$ cat config.mk
export PLATFORM = sky130hd
export DESIGN_NAME = peg_l2_rx_hdr_parser
export DESIGN_NICKNAME = d
export VERILOG_FILES = /design/src/rtl/peg_l2_rx_hdr_parser.sv
export SDC_FILE = /design/constraint.sdc
export NUM_CORES = 1
export LEC_CHECK = 0
export ABC_AREA = 1
export CORE_ASPECT_RATIO = 1.1
export CORE_MARGIN = 2
export CORE_UTILIZATION = 40
export DETAILED_ROUTE_END_ITERATION = 8
export PLACE_DENSITY = 0.7
export REMOVE_ABC_BUFFERS = 1
export SLEW_MARGIN = 20
export SYNTH_ARGS = -nofsm -noshare
export SYNTH_HDL_FRONTEND = slang
export SYNTH_SLANG_ARGS = --single-unit
$ cat constraint.sdc
create_clock -name clk_ir -period 4.1 [get_ports clk_ir]
set_input_delay 0.41 -clock clk_ir [delete_from_list [all_inputs] [get_ports clk_ir]]
set_output_delay 0.41 -clock clk_ir [all_outputs]
set_load 0.01 [all_outputs]
$ cat src/rtl/peg_l2_rx_hdr_parser.sv
// Purpose : RMII receive framer; strips preamble/SFD, parses MAC header (+ optional 802.1Q tag), forwards payload with SOF/EOF.
// Latency : hdr_valid_oh 1 cycle after last header byte; payload byte N 1 cycle after byte N+1 (last byte 1 cycle after rx_en_ih falls).
// Backpressure: none; accepts one byte per cycle, downstream must sink every strobe.
//
// Ports:
//   clk_ir, rst_ih            clock, synchronous active-high reset
//   rx_en_ih / rx_valid_ih /  frame envelope, byte strobe and byte from the RS aggregator
//   rx_data_id
//   hdr_od / hdr_valid_oh     parsed header {da, sa, len, ptype, vlan_tci} and its one-cycle pulse
//   pld_*                     payload byte stream with SOF/EOF flags
//   err_oh / err_code_od      error pulse; code 1 = preamble/SFD, 2 = runt (held until next error)
module peg_l2_rx_hdr_parser #(
    parameter int unsigned PRE_MIN_BYTES = 7,
    parameter logic [15:0] VLAN_TPID     = 16'h8100
) (
    input  logic         clk_ir,
    input  logic         rst_ih,
    input  logic         rx_en_ih,
    input  logic         rx_valid_ih,
    input  logic [7:0]   rx_data_id,
    output logic [143:0] hdr_od,
    output logic         hdr_valid_oh,
    output logic         pld_valid_oh,
    output logic [7:0]   pld_data_od,
    output logic         pld_sof_oh,
    output logic         pld_eof_oh,
    output logic         err_oh,
    output logic [1:0]   err_code_od
);

    typedef struct packed {
        logic [47:0] da;
        logic [47:0] sa;
        logic [15:0] len;
        logic [15:0] ptype;
        logic [15:0] vlan_tci;
    } l2_mac_hdr_t;

    typedef enum logic [3:0] {
        S_IDLE, S_PRE, S_DA, S_SA, S_TYPE, S_TCI, S_LEN, S_PLD, S_DROP
    } state_t;

    localparam logic [2:0] PRE_MIN  = 3'(PRE_MIN_BYTES);
    localparam logic [1:0] ERR_PRE  = 2'd1;
    localparam logic [1:0] ERR_RUNT = 2'd2;

    state_t      state_q, state_d;
    logic [2:0]  bcnt_q, bcnt_d;
    logic [2:0]  pcnt_q, pcnt_d;
    logic [7:0]  type_hi_q, type_hi_d;
    logic [7:0]  hold_dat_q, hold_dat_d;
    logic        hold_vld_q, hold_vld_d;
    logic        first_q, first_d;
    l2_mac_hdr_t hdr_q, hdr_d;
    logic        hdr_vld_d, pld_vld_d, sof_d, eof_d, err_d;
    logic [7:0]  pld_dat_d;
    logic [1:0]  err_code_d;

    logic        rx_en_q;
    logic        rise, pre_act, is_pre, sfd_ok, hdr_state;
    logic [2:0]  pre_base;
    logic [15:0] type_val;

    // Deliberately not reset: it follows the envelope through reset, so a frame
    // still in flight when reset releases is not taken for a new rising edge.
    always_ff @(posedge clk_ir) begin
        rx_en_q <= rx_en_ih;
    end

    // A rising edge seen in IDLE is handled exactly like PRE with a zero count,
    // so the first preamble byte may arrive in the same cycle as the edge.
    assign rise      = rx_en_ih & ~rx_en_q;
    assign pre_act   = (state_q == S_PRE) | ((state_q == S_IDLE) & rise);
    assign pre_base  = (state_q == S_PRE) ? pcnt_q : 3'd0;
    assign is_pre    = (rx_data_id == 8'h55);
    assign sfd_ok    = (rx_data_id == 8'hD5) && (pre_base >= PRE_MIN);
    assign hdr_state = state_q inside {S_DA, S_SA, S_TYPE, S_TCI, S_LEN};
    assign type_val  = {type_hi_q, rx_data_id};

    // State register
    always_ff @(posedge clk_ir) begin
        if (rst_ih) state_q <= S_IDLE;
        else        state_q <= state_d;
    end

    // Next-state logic; an envelope fall always wins over a same-cycle byte.
    always_comb begin
        state_d = state_q;
        if (pre_act) begin
            if (!rx_en_ih)        state_d = S_IDLE;
            else if (rx_valid_ih) begin
                if (is_pre)       state_d = S_PRE;
                else if (sfd_ok)  state_d = S_DA;
                else              state_d = S_DROP;
            end else              state_d = S_PRE;
        end else begin
            case (state_q)
                S_DA:   if (!rx_en_ih) state_d = S_IDLE;
                        else if (rx_valid_ih && bcnt_q == 3'd5) state_d = S_SA;
                S_SA:   if (!rx_en_ih) state_d = S_IDLE;
                        else if (rx_valid_ih && bcnt_q == 3'd5) state_d = S_TYPE;
                S_TYPE: if (!rx_en_ih) state_d = S_IDLE;
                        else if (rx_valid_ih && bcnt_q == 3'd1)
                            state_d = (type_val == VLAN_TPID) ? S_TCI : S_PLD;
                S_TCI:  if (!rx_en_ih) state_d = S_IDLE;
                        else if (rx_valid_ih && bcnt_q == 3'd1) state_d = S_LEN;
                S_LEN:  if (!rx_en_ih) state_d = S_IDLE;
                        else if (rx_valid_ih && bcnt_q == 3'd1) state_d = S_PLD;
                S_PLD, S_DROP: if (!rx_en_ih) state_d = S_IDLE;
                default: state_d = state_q;
            endcase
        end
    end

    // Datapath / next output values
    always_comb begin
        bcnt_d     = bcnt_q;
        pcnt_d     = pcnt_q;
        type_hi_d  = type_hi_q;
        hold_dat_d = hold_dat_q;
        hold_vld_d = hold_vld_q;
        first_d    = first_q;
        hdr_d      = hdr_q;
        hdr_vld_d  = 1'b0;
        pld_vld_d  = 1'b0;
        pld_dat_d  = pld_data_od;
        sof_d      = 1'b0;
        eof_d      = 1'b0;
        err_d      = 1'b0;
        err_code_d = err_code_od;

        if (state_d != state_q)              bcnt_d = 3'd0;
        else if (hdr_state && rx_en_ih && rx_valid_ih) bcnt_d = bcnt_q + 3'd1;

        if (pre_act) begin
            pcnt_d = pre_base;
            if (!rx_en_ih) begin
                err_d      = 1'b1;
                err_code_d = ERR_PRE;
            end else if (rx_valid_ih) begin
                if (is_pre) begin
                    if (pre_base != 3'd7) pcnt_d = pre_base + 3'd1;
                end else if (!sfd_ok) begin
                    err_d      = 1'b1;
                    err_code_d = ERR_PRE;
                end
            end
        end else if (hdr_state && !rx_en_ih) begin
            err_d      = 1'b1;
            err_code_d = ERR_RUNT;
        end else if (rx_en_ih && rx_valid_ih) begin
            // Header fields are shifted in MSB first; the whole header is cleared
            // on DA byte 0 so untagged frames end with ptype/vlan_tci = 0.
            case (state_q)
                S_DA: begin
                    if (bcnt_q == 3'd0) hdr_d = '0;
                    hdr_d.da = {hdr_d.da[39:0], rx_data_id};
                end
                S_SA:  hdr_d.sa = {hdr_q.sa[39:0], rx_data_id};
                S_TYPE: begin
                    if (bcnt_q == 3'd0) type_hi_d = rx_data_id;
                    else if (type_val == VLAN_TPID) hdr_d.ptype = type_val;
                    else begin
                        hdr_d.len      = type_val;
                        hdr_d.ptype    = '0;
                        hdr_d.vlan_tci = '0;
                        hdr_vld_d      = 1'b1;
                        first_d        = 1'b1;
                        hold_vld_d     = 1'b0;
                    end
                end
                S_TCI: hdr_d.vlan_tci = {hdr_q.vlan_tci[7:0], rx_data_id};
                S_LEN: begin
                    hdr_d.len = {hdr_q.len[7:0], rx_data_id};
                    if (bcnt_q == 3'd1) begin
                        hdr_vld_d  = 1'b1;
                        first_d    = 1'b1;
                        hold_vld_d = 1'b0;
                    end
                end
                S_PLD: begin
                    // One-byte holding register: a byte is only released once we
                    // know whether it is the last one.
                    if (hold_vld_q) begin
                        pld_vld_d = 1'b1;
                        pld_dat_d = hold_dat_q;
                        sof_d     = first_q;
                        first_d   = 1'b0;
                    end
                    hold_dat_d = rx_data_id;
                    hold_vld_d = 1'b1;
                end
                default: ;
            endcase
        end else if (state_q == S_PLD && !rx_en_ih) begin
            if (hold_vld_q) begin
                pld_vld_d = 1'b1;
                pld_dat_d = hold_dat_q;
                sof_d     = first_q;
                eof_d     = 1'b1;
            end
            hold_vld_d = 1'b0;
        end
    end

    // Datapath and output registers
    always_ff @(posedge clk_ir) begin
        if (rst_ih) begin
            bcnt_q       <= '0;
            pcnt_q       <= '0;
            type_hi_q    <= '0;
            hold_dat_q   <= '0;
            hold_vld_q   <= 1'b0;
            first_q      <= 1'b0;
            hdr_q        <= '0;
            hdr_valid_oh <= 1'b0;
            pld_valid_oh <= 1'b0;
            pld_data_od  <= '0;
            pld_sof_oh   <= 1'b0;
            pld_eof_oh   <= 1'b0;
            err_oh       <= 1'b0;
            err_code_od  <= '0;
        end else begin
            bcnt_q       <= bcnt_d;
            pcnt_q       <= pcnt_d;
            type_hi_q    <= type_hi_d;
            hold_dat_q   <= hold_dat_d;
            hold_vld_q   <= hold_vld_d;
            first_q      <= first_d;
            hdr_q        <= hdr_d;
            hdr_valid_oh <= hdr_vld_d;
            pld_valid_oh <= pld_vld_d;
            pld_data_od  <= pld_dat_d;
            pld_sof_oh   <= sof_d;
            pld_eof_oh   <= eof_d;
            err_oh       <= err_d;
            err_code_od  <= err_code_d;
        end
    end

    assign hdr_od = hdr_q;

endmodule

* Word level (Yosys, flattened, before mapping)
Index checks and enable logic that the tools add are counted.
** Word-level totals
- Flip-flop bits (word level) :: 188
- Latch bits :: 0
- RAM bits :: 0
- Memory bits (read-only) :: 0
- Output and inout bits :: 159
- Word-level logic and storage cells :: 164
- Memories :: 0
** Operators by class
- $add $sub $neg :: 2
- Multipliers :: 0
- Div/mod/pow operators :: 0
- $lt $le $gt $ge :: 1
- Eq/ne operators :: 28
- Shifts and indexed selects :: 0
- Muxes and demuxes :: 71
- Bitwise logic cells :: 7
- Reductions and logical operators :: 35
** Operators with widths (number)
- two-way mux 136 bit :: 1
- one-hot mux 16 bit (3 select lines) :: 2
- one-hot mux 48 bit (2 select lines) :: 1
- two-way mux 4 bit :: 16
- two-way mux 16 bit :: 3
- two-way mux 48 bit :: 1
- two-way mux 8 bit :: 4
- one-hot mux 16 bit (2 select lines) :: 1
- two-way mux 1 bit :: 26
- one-hot mux 4 bit (6 select lines) :: 1
- inequality test 3 bit (second input constant) :: 7
- AND reduction 7 bit :: 3
- == test 16 bit (second input constant) :: 1
- == test 4 x 3 -> 1 bit (second input constant) :: 4
- AND reduction 4 bit :: 4
- two-way mux 3 bit :: 5
- two-way mux 2 bit :: 7
- AND reduction 5 bit :: 2
- nonzero test 3 bit :: 3
- == test 4 x 2 -> 1 bit (second input constant) :: 2
- == test 8 x 7 -> 1 bit (second input constant) :: 1
- == test 8 bit (second input constant) :: 1
- logical AND 1 bit :: 8
- AND reduction 8 bit :: 1
- 24 further kinds :: 39

* Logic depth before layout (Yosys ltp)
Gate-level depths: netlist of run 1.
- Depth after elaboration :: 11
- Mapped depth :: 15

* Least setup slack after synthesis of run 1
OpenSTA, ideal clock, no wires.
- Path kind :: reg2reg
- Start point :: register state_q[2]
- End point :: register bcnt_q[1]
- Arrival time :: 1.779 ns
- Required time :: 4.022 ns
- Setup slack :: 2.243 ns
- Cell stages (with the launch flop) :: 15
- Cells stage by stage :: dfxtp_1 -> buf_4 -> nor2_2 -> nand2_4 -> nor2_1 -> ha_1 -> o21bai_1 -> nand3_1 -> nand3_1 -> nand2_1 -> inv_1 -> nand3_1 -> nor2_1 -> nand3_1 -> nor3_1
** On the way
- Longest elaborated chain between the ends :: 11
** Ends and longest elaborated chain
- start, declared :: RTL line 47 : state_t state_q, state_d;
- start signal, assigned :: RTL line 83 : else state_q <= state_d;
- == test 4 x 1 -> 1 bit :: RTL line 73, 74
- two-way mux 3 bit :: RTL line 74 : assign pre_base = (state_q == S_PRE) ? pcnt_q : 3'd0;
- greater-or-equal comparator 3 bit :: RTL line 76 : assign sfd_ok = (rx_data_id == 8'hD5) && (pre_base >= PRE_MIN);
- logical AND 1 bit :: RTL line 76
- two-way mux 4 bit :: RTL line 93 : else if (sfd_ok) state_d = S_DA;
- two-way mux 4 bit :: RTL line 92 : if (is_pre) state_d = S_PRE;
- two-way mux 4 bit :: RTL line 91 : else if (rx_valid_ih) begin
- two-way mux 4 bit :: RTL line 90 : if (!rx_en_ih) state_d = S_IDLE;
- two-way mux 4 bit :: RTL line 89 : if (pre_act) begin
- inequality test 4 bit :: RTL line 132 : if (state_d != state_q) bcnt_d = 3'd0;
- OR reduction 2 bit (no source line)
- end signal, assigned :: RTL line 224 : bcnt_q <= bcnt_d;
- end, declared :: RTL line 48 : logic [2:0] bcnt_q, bcnt_d;
Several ways; a longest one is shown, not always the timed one.
A chain may end at the register's enable or synchronous reset.

* Final worst setup path of run 1
- Start point :: input port rx_en_ih
- End point :: register hdr_q, in the netlist hdr_od[43]
** On the way
- Longest elaborated chain between the ends :: 5
** Ends and longest elaborated chain
- start, declared :: RTL line 18 : input logic rx_en_ih,
- AND 1 bit :: RTL line 72 : assign rise = rx_en_ih & ~rx_en_q;
- AND 1 bit :: RTL line 73 : assign pre_act = (state_q == S_PRE) | ((state_q == S_IDLE) & rise);
- bitwise OR 1 bit :: RTL line 73
- NOT 1 bit (no source line)
- AND reduction 7 bit (no source line) *
- end signal, assigned :: RTL line 230 : hdr_q <= hdr_d;
- end, declared :: RTL line 54 : l2_mac_hdr_t hdr_q, hdr_d;
Mark *: on every way between the ends. The rest lies on a longest branch, timed or not.

==> results of run 1 <==
## final cells by class
type	count	area, um2	share of cell area [%]
multi-input combinational	619	3110	31.6
clock inverter	12	174	1.76
tap	243	304	3.08
sequential	188	3760	38.2
inverter	65	249	2.53
timing repair buffer	182	1790	18.2
clock buffer	20	467	4.73
## layout by cell type, fill, tap and decap left out, types with 6 or more instances in the layout
cell,count
a21oi_1,131
a22oi_1,25
a32oi_1,7
buf_4,13
clkbuf_16,17
clkdlybuf4s50_1,169
dfxtp_1,188
inv_1,52
inv_2,10
inv_6,6
nand2_1,161
nand3_1,82
nand4_1,43
nor2_1,82
nor2_2,8
o21ai_0,44
## report_power, final
| group | total (mW) | switching [mW] | internal, mW |
|---|---|---|---|
| clock network | 1.76 | 0.737 | 1.03 |
| registers | 1.91 | 0.0468 | 1.86 |
| logic | 0.591 | 0.424 | 0.167 |
## state kept, by name, summed over array words and instances, names as in the netlist, 2 cells and up
signal,count
pld_data_od,8
pcnt_q,3
hold_dat_q,8
type_hi_q,8
bcnt_q,3
state_q,4
hdr_od,144
err_code_od,2
## critical path, delay by kind of cell
family	cells	cell delay (ns)
simple gates	3	0.92
compound gates	3	0.84
buf+inv	2	0.86
## routing by layer
layer  global-route usage, %  up-vias  wire (um)
met1                    27.1     3204       9190
met2                    32.3      189       9560
li1                        -     3457          -
met4                    6.63        0        291
met3                    4.55       22       1260
met5                       0        -          0
## through the flow
stage	hold slack, ns	area (um2)
2_1_floorplan	0.422	7120
3_3_place_gp	0.425	9220
3_5_place_dp	0.429	9220
4_1_cts	0.439	9860
5_1_grt	0.460	9860
6_report	0.438	9860
## how the worst max path moves through the flow
stage | to | depth (start not counted) | from
floorplan | bcnt_q[1]$_SDFFE_PP0P_ | 8 | state_q[1]$_SDFF_PP0_
global route | hdr_od[42]$_SDFFE_PP0P_ | 8 | rx_en_ih
CTS | hdr_od[43]$_SDFFE_PP0P_ | 8 | rx_en_ih
global placement | hdr_od[42]$_SDFFE_PP0P_ | 11 | rx_en_ih
detailed placement | hdr_od[43]$_SDFFE_PP0P_ | 8 | rx_en_ih
finish | hdr_od[43]$_SDFFE_PP0P_ | 8 | rx_en_ih
## cells by family after synthesis
group | after synthesis | synth area share [%]
buffers and inverters | 129 | 7.86
DFF | 188 | 50.5
AOI/OAI and AO/OA | 220 | 16.4
and+or+nand+nor | 393 | 24.3
adders and majority gates | 4 | 0.672
xor gates and xnor gates | 2 | 0.235
==> results.ini, run 1 <==
[run_status]
outcome = finished, final reports clean

[timing]
hold_viol = 0
tightest_slew_ns = 1.03
fmax_mhz = 360
setup_ws_ns = 1.32
rsz0062_at_grt = no
setup_viol = 0
tns_ns = 0
finalCritPeriodShare_pct = 67.7
period_minus_slack_ns = 2.78
slew_violations = 0
skew_ns = 0.00737
slew_headroom_pct = 31.4

[power]
ir_worst_vdd_uv = 296
p_leak_nw = 3.41
power.density_nw_per_um2 = 433
power.total_mw = 4.26

[worst_setup_path]
crit_path_cell_trace = clkdlybuf4s50_1 -> nand2_1 -> nor2_8 -> inv_4 -> nor2_8 -> o211ai_2 -> o21ai_0 -> a21oi_1
crit_arrival_ns = 3.06
crit_path_end_kind = register
cp_slowest_cell = clkdlybuf4s50_1
cp-start-kind = primary input
r2r-end = hdr_od[43]$_SDFFE_PP0P_
critPathMostFrequentCell = nor2_8
rr_worst_depth = 9
r2r-start = state_q[1]$_SDFF_PP0_
r2r_slack_ns = 1.47
cp.required_ns = 4.38
crit_path_max_fanout = 27
path_class = primary input to register
critical-path-max-stage-delay_ns = 0.76

[detailed_routing]
wl_per_cell_um = 15.3
drc = 0
drt_iter0_drc = 573
first_pass_iters = 5
vias = 6872
ant_nets = 0
viasPerCell = 5.17
postRouteWirelength_um = 20300

[cells_and_area]
drive_gt1_share_pct = 7.09
nFillCells = 1741
layout.nets = 1089
final_cells = 1329
syn_to_final_growth_pct = 32.3
fin_util_pct = 53.7
n_antenna_cell = 0

[clock_network]
clk_path_buf_depth = 2
insertion_delay_ns = 0.43
holdBufCountCts = 0
cts.sinks = 188
cts.clk_slew.worst_paths_ns = 0.06
cts_root_buf = clkbuf_16
post-cts-setup-buffers = 0
cts_buffers = 17
cts_tree = yes
htreeDepth = 4
cts.repair.resized = 0

[synth]
yosysMostFrequentCell = dfxtp_1
synth_ff_type = dfxtp_1
ys_seq_area_share_pct = 50.5
synthTopCellsByArea = dfxtp_1 (51%), a21oi_1 (8.8%), nand2_1 (8.1%)
ys_seq_elements = 188
syn_area_um2 = 7450
synth_top_area_share_pct = 50.5
synthDistinctLibCells = 38
syn_area_per_cell_um2 = 7.96
yosysWarningCount = 0
yosys-top-cells-count = dfxtp_1 (188), nand2_1 (161), a21oi_1 (131)
synth_cells = 936
synthArstFlopShare_pct = 0
synth-edff-count = 0
yosysTopAreaCell = dfxtp_1

[hold_path]
min_path_cells = 2
worst_hold_path.endpoint = hdr_od[22]$_SDFFE_PP0P_
hp-class = register to register
worstHoldStart = hdr_od[22]$_SDFFE_PP0P_

[die]
io_pins = 171
num_rows = 52
die_w_um = 134
core_um2 = 18300
design.die.area_um2 = 19700
die_y_um = 147
start_util_pct = 40.6

[placement]
dp_slack_ns = 0.885
finalWeightedCongestion = 0.921
dp_hpwl_um = 13500
port_buffers = 170
numPlacedInstances = 1297

[global_routing]
overflow = 0
grt_pass1_wl_um = 32300
grt_pass1_vias = 6260
grt_max_degree = 94
grtUsageTotal_pct = 20.2
antenna_found_initial = 0

[job]
max-cap-violations = 0

(Power assumes the default switching activity.)
==> run 2, diff against run 1 <==
==> constraint.sdc (replaced) <==
create_clock -name clk_ir -period 2.8 [get_ports clk_ir]
set_input_delay 0.28 -clock clk_ir [delete_from_list [all_inputs] [get_ports clk_ir]]
set_output_delay 0.28 -clock clk_ir [all_outputs]
set_load 0.01 [all_outputs]
==> run 2 against run 1 <==
Clock power grew 43%; clock skew grew 0.0034 ns; combinational power grew 58%; sequential power grew 46%; largest cell class unchanged; sequential share of layout area shrank 0.57 points; total power grew 46%; global-route usage grew 0.56 points; critical endpoint is now hdr_od[2]$_SDFFE_PP0P_; via count grew 1.2%; first-iteration DRC count grew 5.2%; utilization grew 0.81 points; worst setup slack lost 0.96 ns; worst hold slack lost 0.27 ns.
==> results.ini, run 2 (same netlist as run 1, synthesis figures left out) <==
[run_status]
outcome = finished, final reports clean

[placement]
finalWeightedCongestion = 0.913  ; -0.90%
dpl-instance-area_um2 = 9350  ; +1.5%
port_buffers = 170  ; unchanged
dp_hpwl_um = 13700  ; +0.93%

[cells_and_area]
final_common_cell = dfxtp_1
seq_area_um2 = 3760  ; unchanged
layout.nets = 1106  ; +1.6%
nFillCells = 1764  ; +1.3%
syn_to_final_growth_pct = 34.3
final_area_um2 = 10000  ; +1.5%
drive_gt1_share_pct = 8.52  ; +1.4 points
n_antenna_cell = 0  ; unchanged
largest_reg_flops = 144  ; unchanged
multi_input_area_um2 = 3120  ; +0.44%
mostFrequentLayoutCells = dfxtp_1 (188), clkdlybuf4s50_1 (169), nand2_1 (161)

[worst_setup_path]
r2r-end = hdr_od[2]$_SDFFE_PP0P_
crit_path_end_kind = register
r2r-start = state_q[0]$_SDFF_PP0_
r2r_slack_ns = 0.37  ; -1.10 ns
rr_worst_depth = 10  ; +1
cp-start-kind = register
path_class = register to register
cp.required_ns = 3.09  ; -1.29 ns
crit_path_max_fanout = 27  ; unchanged
critPathCapture = hdr_od[2]$_SDFFE_PP0P_
crit_path_start = state_q[0]$_SDFF_PP0_
crit_arrival_ns = 2.72  ; -0.34 ns

[detailed_routing]
first_pass_iters = 5  ; unchanged
wl_per_cell_um = 15.3  ; +0.16%
met2_length_um = 9620  ; +0.58%
postRouteWirelength_um = 20600  ; +1.4%
drt_iter0_drc = 603  ; +5.2%
maxUsedRoutingLayer = met4
drc = 0  ; unchanged
viasPerCell = 5.17  ; about the same
wl_met3_um = 1430  ; +14%
met1_length_um = 9130  ; -0.59%
ant_nets = 0  ; unchanged
vias = 6955  ; +1.2%

[timing]
hold_viol = 0  ; unchanged
rsz0062_at_grt = no
slew_violations = 0  ; unchanged
fin_hold_ws_ns = 0.167  ; -0.271 ns
finalCritPeriodShare_pct = 86.9
setup_viol = 0  ; unchanged
slew_headroom_pct = 51.4  ; +20 points
fmax_mhz = 411
tightest_slew_ns = 0.728  ; -0.301 ns
period_minus_slack_ns = 2.43
skew_ns = 0.0108  ; +0.00344 ns

[clock_network]
holdBufCountCts = 0  ; unchanged
htreeDepth = 4  ; unchanged
cts_root_buf = clkbuf_16
clk_path_buf_depth = 2  ; unchanged
cts.sinks = 188  ; unchanged
cts.clk_slew.worst_paths_ns = 0.07  ; about the same
cts_buffers = 17  ; unchanged
cts_tree = yes
insertion_delay_ns = 0.43  ; about the same

[die]
num_rows = 52  ; unchanged
io_pins = 171  ; unchanged
start_util_pct = 40.6  ; unchanged
design.die.area_um2 = 19700  ; unchanged
core_um2 = 18300  ; unchanged
die_w_um = 134  ; unchanged
die_y_um = 147  ; unchanged

[hold_path]
hp-class = primary input to register

[global_routing]
grtUsageTotal_pct = 20.7  ; +0.56 points
grt_pass1_wl_um = 33200  ; +2.8%
grt_pass1_vias = 6377  ; +1.9%
overflow = 0  ; unchanged
grt_max_degree = 143  ; +52%
antenna_found_initial = 0  ; unchanged

[power]
ir_worst_vdd_uv = 394  ; +33%
power.density_nw_per_um2 = 622  ; +44%
power.total_mw = 6.22  ; +46%
p_leak_nw = 3.51  ; +2.9%

[job]
max-cap-violations = 0  ; unchanged

-- run 2: layer usage --
layer  global-route usage (%)  vias to the layer above
met3                     4.90                       25
met4                     6.21                        0
met5                        0                        -
li1                         -                     3498
met1                     28.5                     3220
met2                     32.5                      212
-- run 2: area by class of cell --
cell class                 count  area share, %
sequential                   188           37.6
multi-input combinational    619           31.2
timing repair buffer         199           19.4
clock buffer                  17           4.25
tap                          243           3.04
inverter                      65           2.49
clock inverter                15           1.98
-- run 2: through the flow --
step	util [%]	worst slack (ns)	setup TNS (ns)	std cells
after detailed placement	51.0	-0.0521	-0.203	1312
after CTS	54.4	0.220	0	1344
after floorplan	-	-0.259	-7.12	872
final	54.5	0.368	0	1346
after global routing	54.5	0.149	0	1346
after global placement	51.0	0.0725	0	1312
-- run 2: worst min path at each step --
| stage | from | to | cells after the start |
|---|---|---|---|
| 6_report | rst_ih | pld_data_od[1]$_SDFFE_PP0P_ | 4 |
| 5_1_grt | rst_ih | pld_data_od[1]$_SDFFE_PP0P_ | 4 |
| 4_1_cts | rst_ih | pld_data_od[1]$_SDFFE_PP0P_ | 4 |
| 3_5_place_dp | hdr_od[25]$_SDFFE_PP0P_ | hdr_od[25]$_SDFFE_PP0P_ | 2 |
| 3_3_place_gp | hdr_od[21]$_SDFFE_PP0P_ | hdr_od[21]$_SDFFE_PP0P_ | 2 |
| 2_1_floorplan | rx_en_ih | rx_en_q$_DFF_P_ | 0 |
-- run 2: timing repair --
item | 4_1_cts | 5_1_grt
endpoints found under the setup margin | 0 | 18
resized for setup | 0 | 1
setup buffers | 0 | 2
-- run 2: report_power, final --
group | switching, mW | leakage [nW] | internal, mW
Clock | 1.14 | 0.305 | 1.36
Combinational | 0.657 | 1.69 | 0.277
Sequential | 0.0550 | 1.51 | 2.73
Total | 1.85 | 3.51 | 4.37
-- run 2: critical path, stage by stage (launching register included) --
cell and delay, ns:
dfxtp_1 0.57, nor2_2 0.16, nand3_4 0.14, nand2_4 0.10, nor2_8 0.11, inv_4 0.04
buf_4 0.16, nor2_8 0.33, o211ai_2 0.42, nand2_1 0.17, a21oi_1 0.08
==> run 3, diff against run 2 <==
--- a/config.mk
+++ b/config.mk
@@ -10,6 +10,7 @@
 export CORE_MARGIN = 2
 export CORE_UTILIZATION = 40
 export DETAILED_ROUTE_END_ITERATION = 8
+export GPL_TIMING_DRIVEN = 0
 export PLACE_DENSITY = 0.7
 export REMOVE_ABC_BUFFERS = 1
 export SLEW_MARGIN = 20
==> run 3 against run 2 <==
Register-to-register slack worse by 0.17 ns; combinational power is 2% higher; non-clock buffer count is 20 lower; maximum frequency is 6.7% lower; sequential power hardly changed; highest routed layer unchanged.
==> results.ini, run 3 (same netlist as run 1, synthesis figures left out) <==
[detailed_routing]
drt_iter0_drc = 583  ; -3.3%
vias = 6938  ; -0.24%
first_pass_iters = 5  ; unchanged
viasPerCell = 5.23  ; +1.2%
wl_per_cell_um = 15.7  ; +2.7%
postRouteWirelength_um = 20800  ; +1.2%
drc = 0  ; unchanged
ant_nets = 0  ; unchanged

[run_status]
outcome = finished, final reports clean

[cells_and_area]
n_antenna_cell = 0  ; unchanged
fin_util_pct = 54.1  ; -0.48 points
final_common_cell = dfxtp_1
mostFrequentLayoutCells = dfxtp_1 (188), clkdlybuf4s50_1 (168), nand2_1 (160)
layout.nets = 1087  ; -1.7%
final_cells = 1327  ; -1.4%
drive_gt1_share_pct = 7.10  ; -1.4 points
syn_to_final_growth_pct = 33.1
final_area_um2 = 9920  ; -0.89%
largest_reg_flops = 144  ; unchanged

[power]
p_leak_nw = 3.43  ; -2.3%
ir_worst_vdd_uv = 499  ; +27%
power.density_nw_per_um2 = 625  ; +0.54%

[global_routing]
antenna_found_initial = 0  ; unchanged
grt_pass1_vias = 6225  ; -2.4%
grt_pass1_wl_um = 32400  ; -2.5%
grtUsageMet1_pct = 27.1  ; -1.4 points
busiest_layer = met2
grtUsageMet3_pct = 4.66  ; -0.24 points
globalRouteMet2Util_pct = 32.2  ; -0.31 points
overflow = 0  ; unchanged
grtUsageTotal_pct = 20.3  ; -0.44 points
grt_max_degree = 102  ; -29%

[worst_setup_path]
cp-start-kind = register
cp.required_ns = 3.11  ; +0.02 ns
crit_arrival_ns = 2.92  ; +0.20 ns
r2r-start = state_q[1]$_SDFF_PP0_
r2r_slack_ns = 0.19  ; -0.17 ns
path_class = register to register
rr_worst_depth = 9  ; -1
crit_path_max_fanout = 27  ; unchanged
crit_path_end_kind = register
r2r-end = hdr_od[24]$_SDFFE_PP0P_

[clock_network]
cts_tree = yes
cts.sinks = 188  ; unchanged
htreeDepth = 4  ; unchanged
clk_path_buf_depth = 2  ; unchanged
insertion_delay_ns = 0.44  ; about the same
cts_buffers = 17  ; unchanged
cts.clk_slew.worst_paths_ns = 0.07  ; about the same
cts_root_buf = clkbuf_16

[timing]
tightest_slew_ns = 1.06  ; +0.331 ns
finalCritPeriodShare_pct = 93.1  ; +6.2 points
fmax_mhz = 384  ; -6.7%
skew_ns = 0.0101  ; -0.000747 ns
hold_viol = 0  ; unchanged
tns_ns = 0  ; unchanged
period_minus_slack_ns = 2.61  ; +0.174 ns
setup_ws_ns = 0.194  ; -0.174 ns
setup_viol = 0  ; unchanged
slew_headroom_pct = 29.4  ; -22 points
rsz0062_at_grt = no
slew_violations = 0  ; unchanged

[die]
num_rows = 52  ; unchanged
start_util_pct = 40.6  ; unchanged
io_pins = 171  ; unchanged
design.die.area_um2 = 19700  ; unchanged
die_y_um = 147  ; unchanged
core_um2 = 18300  ; unchanged
die_w_um = 134  ; unchanged

[placement]
dpl-instance-area_um2 = 9250  ; -1.1%
numPlacedInstances = 1290  ; -1.7%
dp_slack_ns = -0.551  ; -0.499 ns
port_buffers = 170  ; unchanged
finalWeightedCongestion = 0.885  ; -3.0%
dp_hpwl_um = 13500  ; -0.86%

[hold_path]
worstHoldStart = rst_ih
hp-class = primary input to register
min_path_cells = 2  ; -2
worst_hold_path.endpoint = hdr_od[26]$_SDFFE_PP0P_

[job]
max-cap-violations = 0  ; unchanged

## run 3: changes by cell type in the layout (fill, tap and decap cells not counted), sizes merged
cell,previous run,this run
clkinvlp,0,2
clkdlybuf4s50,169,168
nor2,94,95
inv,70,69
clkinv,8,5
buf,30,10
dlymetal6s2s,0,1
clkbuf,17,19
## run 3: critical path, cell delays in order, from the launching register on
cell	delay, ns
dfxtp_1	0.60
nor2_2	0.16
nand3_4	0.15
nand2_4	0.10
nor2_8	0.25
inv_4	0.13
nor2_8	0.36
nand3_4	0.29
o21ai_1	0.35
nor2_1	0.07
## run 3: power by group
| part | internal [mW] | switching [mW] | leakage [nW] |
|---|---|---|---|
| sequential | 2.73 | 0.0684 | 1.51 |
| combinational | 0.279 | 0.673 | 1.63 |
| clock | 1.36 | 1.09 | 0.289 |
| total | 4.37 | 1.83 | 3.43 |
## run 3: per-stage QoR
step | total power, mW | hold WS (ns)
after floorplan | 3.38 | 0.308
after global placement | 3.71 | 0.425
after detailed placement | 3.74 | 0.428
after CTS | 6.20 | 0.215
after global routing | 6.46 | 0.229
final | 6.20 | 0.225
## run 3: per-layer routing
metal  share of wire (%)  wire length [um]  vias up
met5                   0                 0        -
met2                  46              9600      240
met1                  45              9410     3229
met3                 6.4              1320       27
met4                 2.5               517        0
li1                    -                 -     3442
## run 3: worst max path at each step
| stage | from | end | depth (start not counted) |
|---|---|---|---|
| 6_report | state_q[1]$_SDFF_PP0_ | hdr_od[24]$_SDFFE_PP0P_ | 9 |
| 5_1_grt | state_q[2]$_SDFF_PP0_ | hdr_od[31]$_SDFFE_PP0P_ | 9 |
| 3_3_place_gp | rst_ih | hdr_od[31]$_SDFFE_PP0P_ | 4 |
| 4_1_cts | rx_en_ih | hdr_od[24]$_SDFFE_PP0P_ | 8 |
| 2_1_floorplan | state_q[1]$_SDFF_PP0_ | bcnt_q[1]$_SDFFE_PP0P_ | 8 |
| 3_5_place_dp | rx_en_ih | hdr_od[24]$_SDFFE_PP0P_ | 8 |
## run 3: what timing repair did
item	in CTS	in global routing
hold buffers	0	0
endpoints found under the setup margin	107	90
pin swaps	0	2
gates cloned	0	1
setup buffers	0	4
gates resized for setup	4	3
## run 3: cell type report
type                            count  area (um2)
Clock buffer                       19         443
Clock inverter                     13         156
Fill cell                        1747        8430
Inverter                           65         251
Multi-Input combinational cell    620        3150
Sequential cell                   188        3760
Tap cell                          243         304
Timing Repair Buffer              179        1850
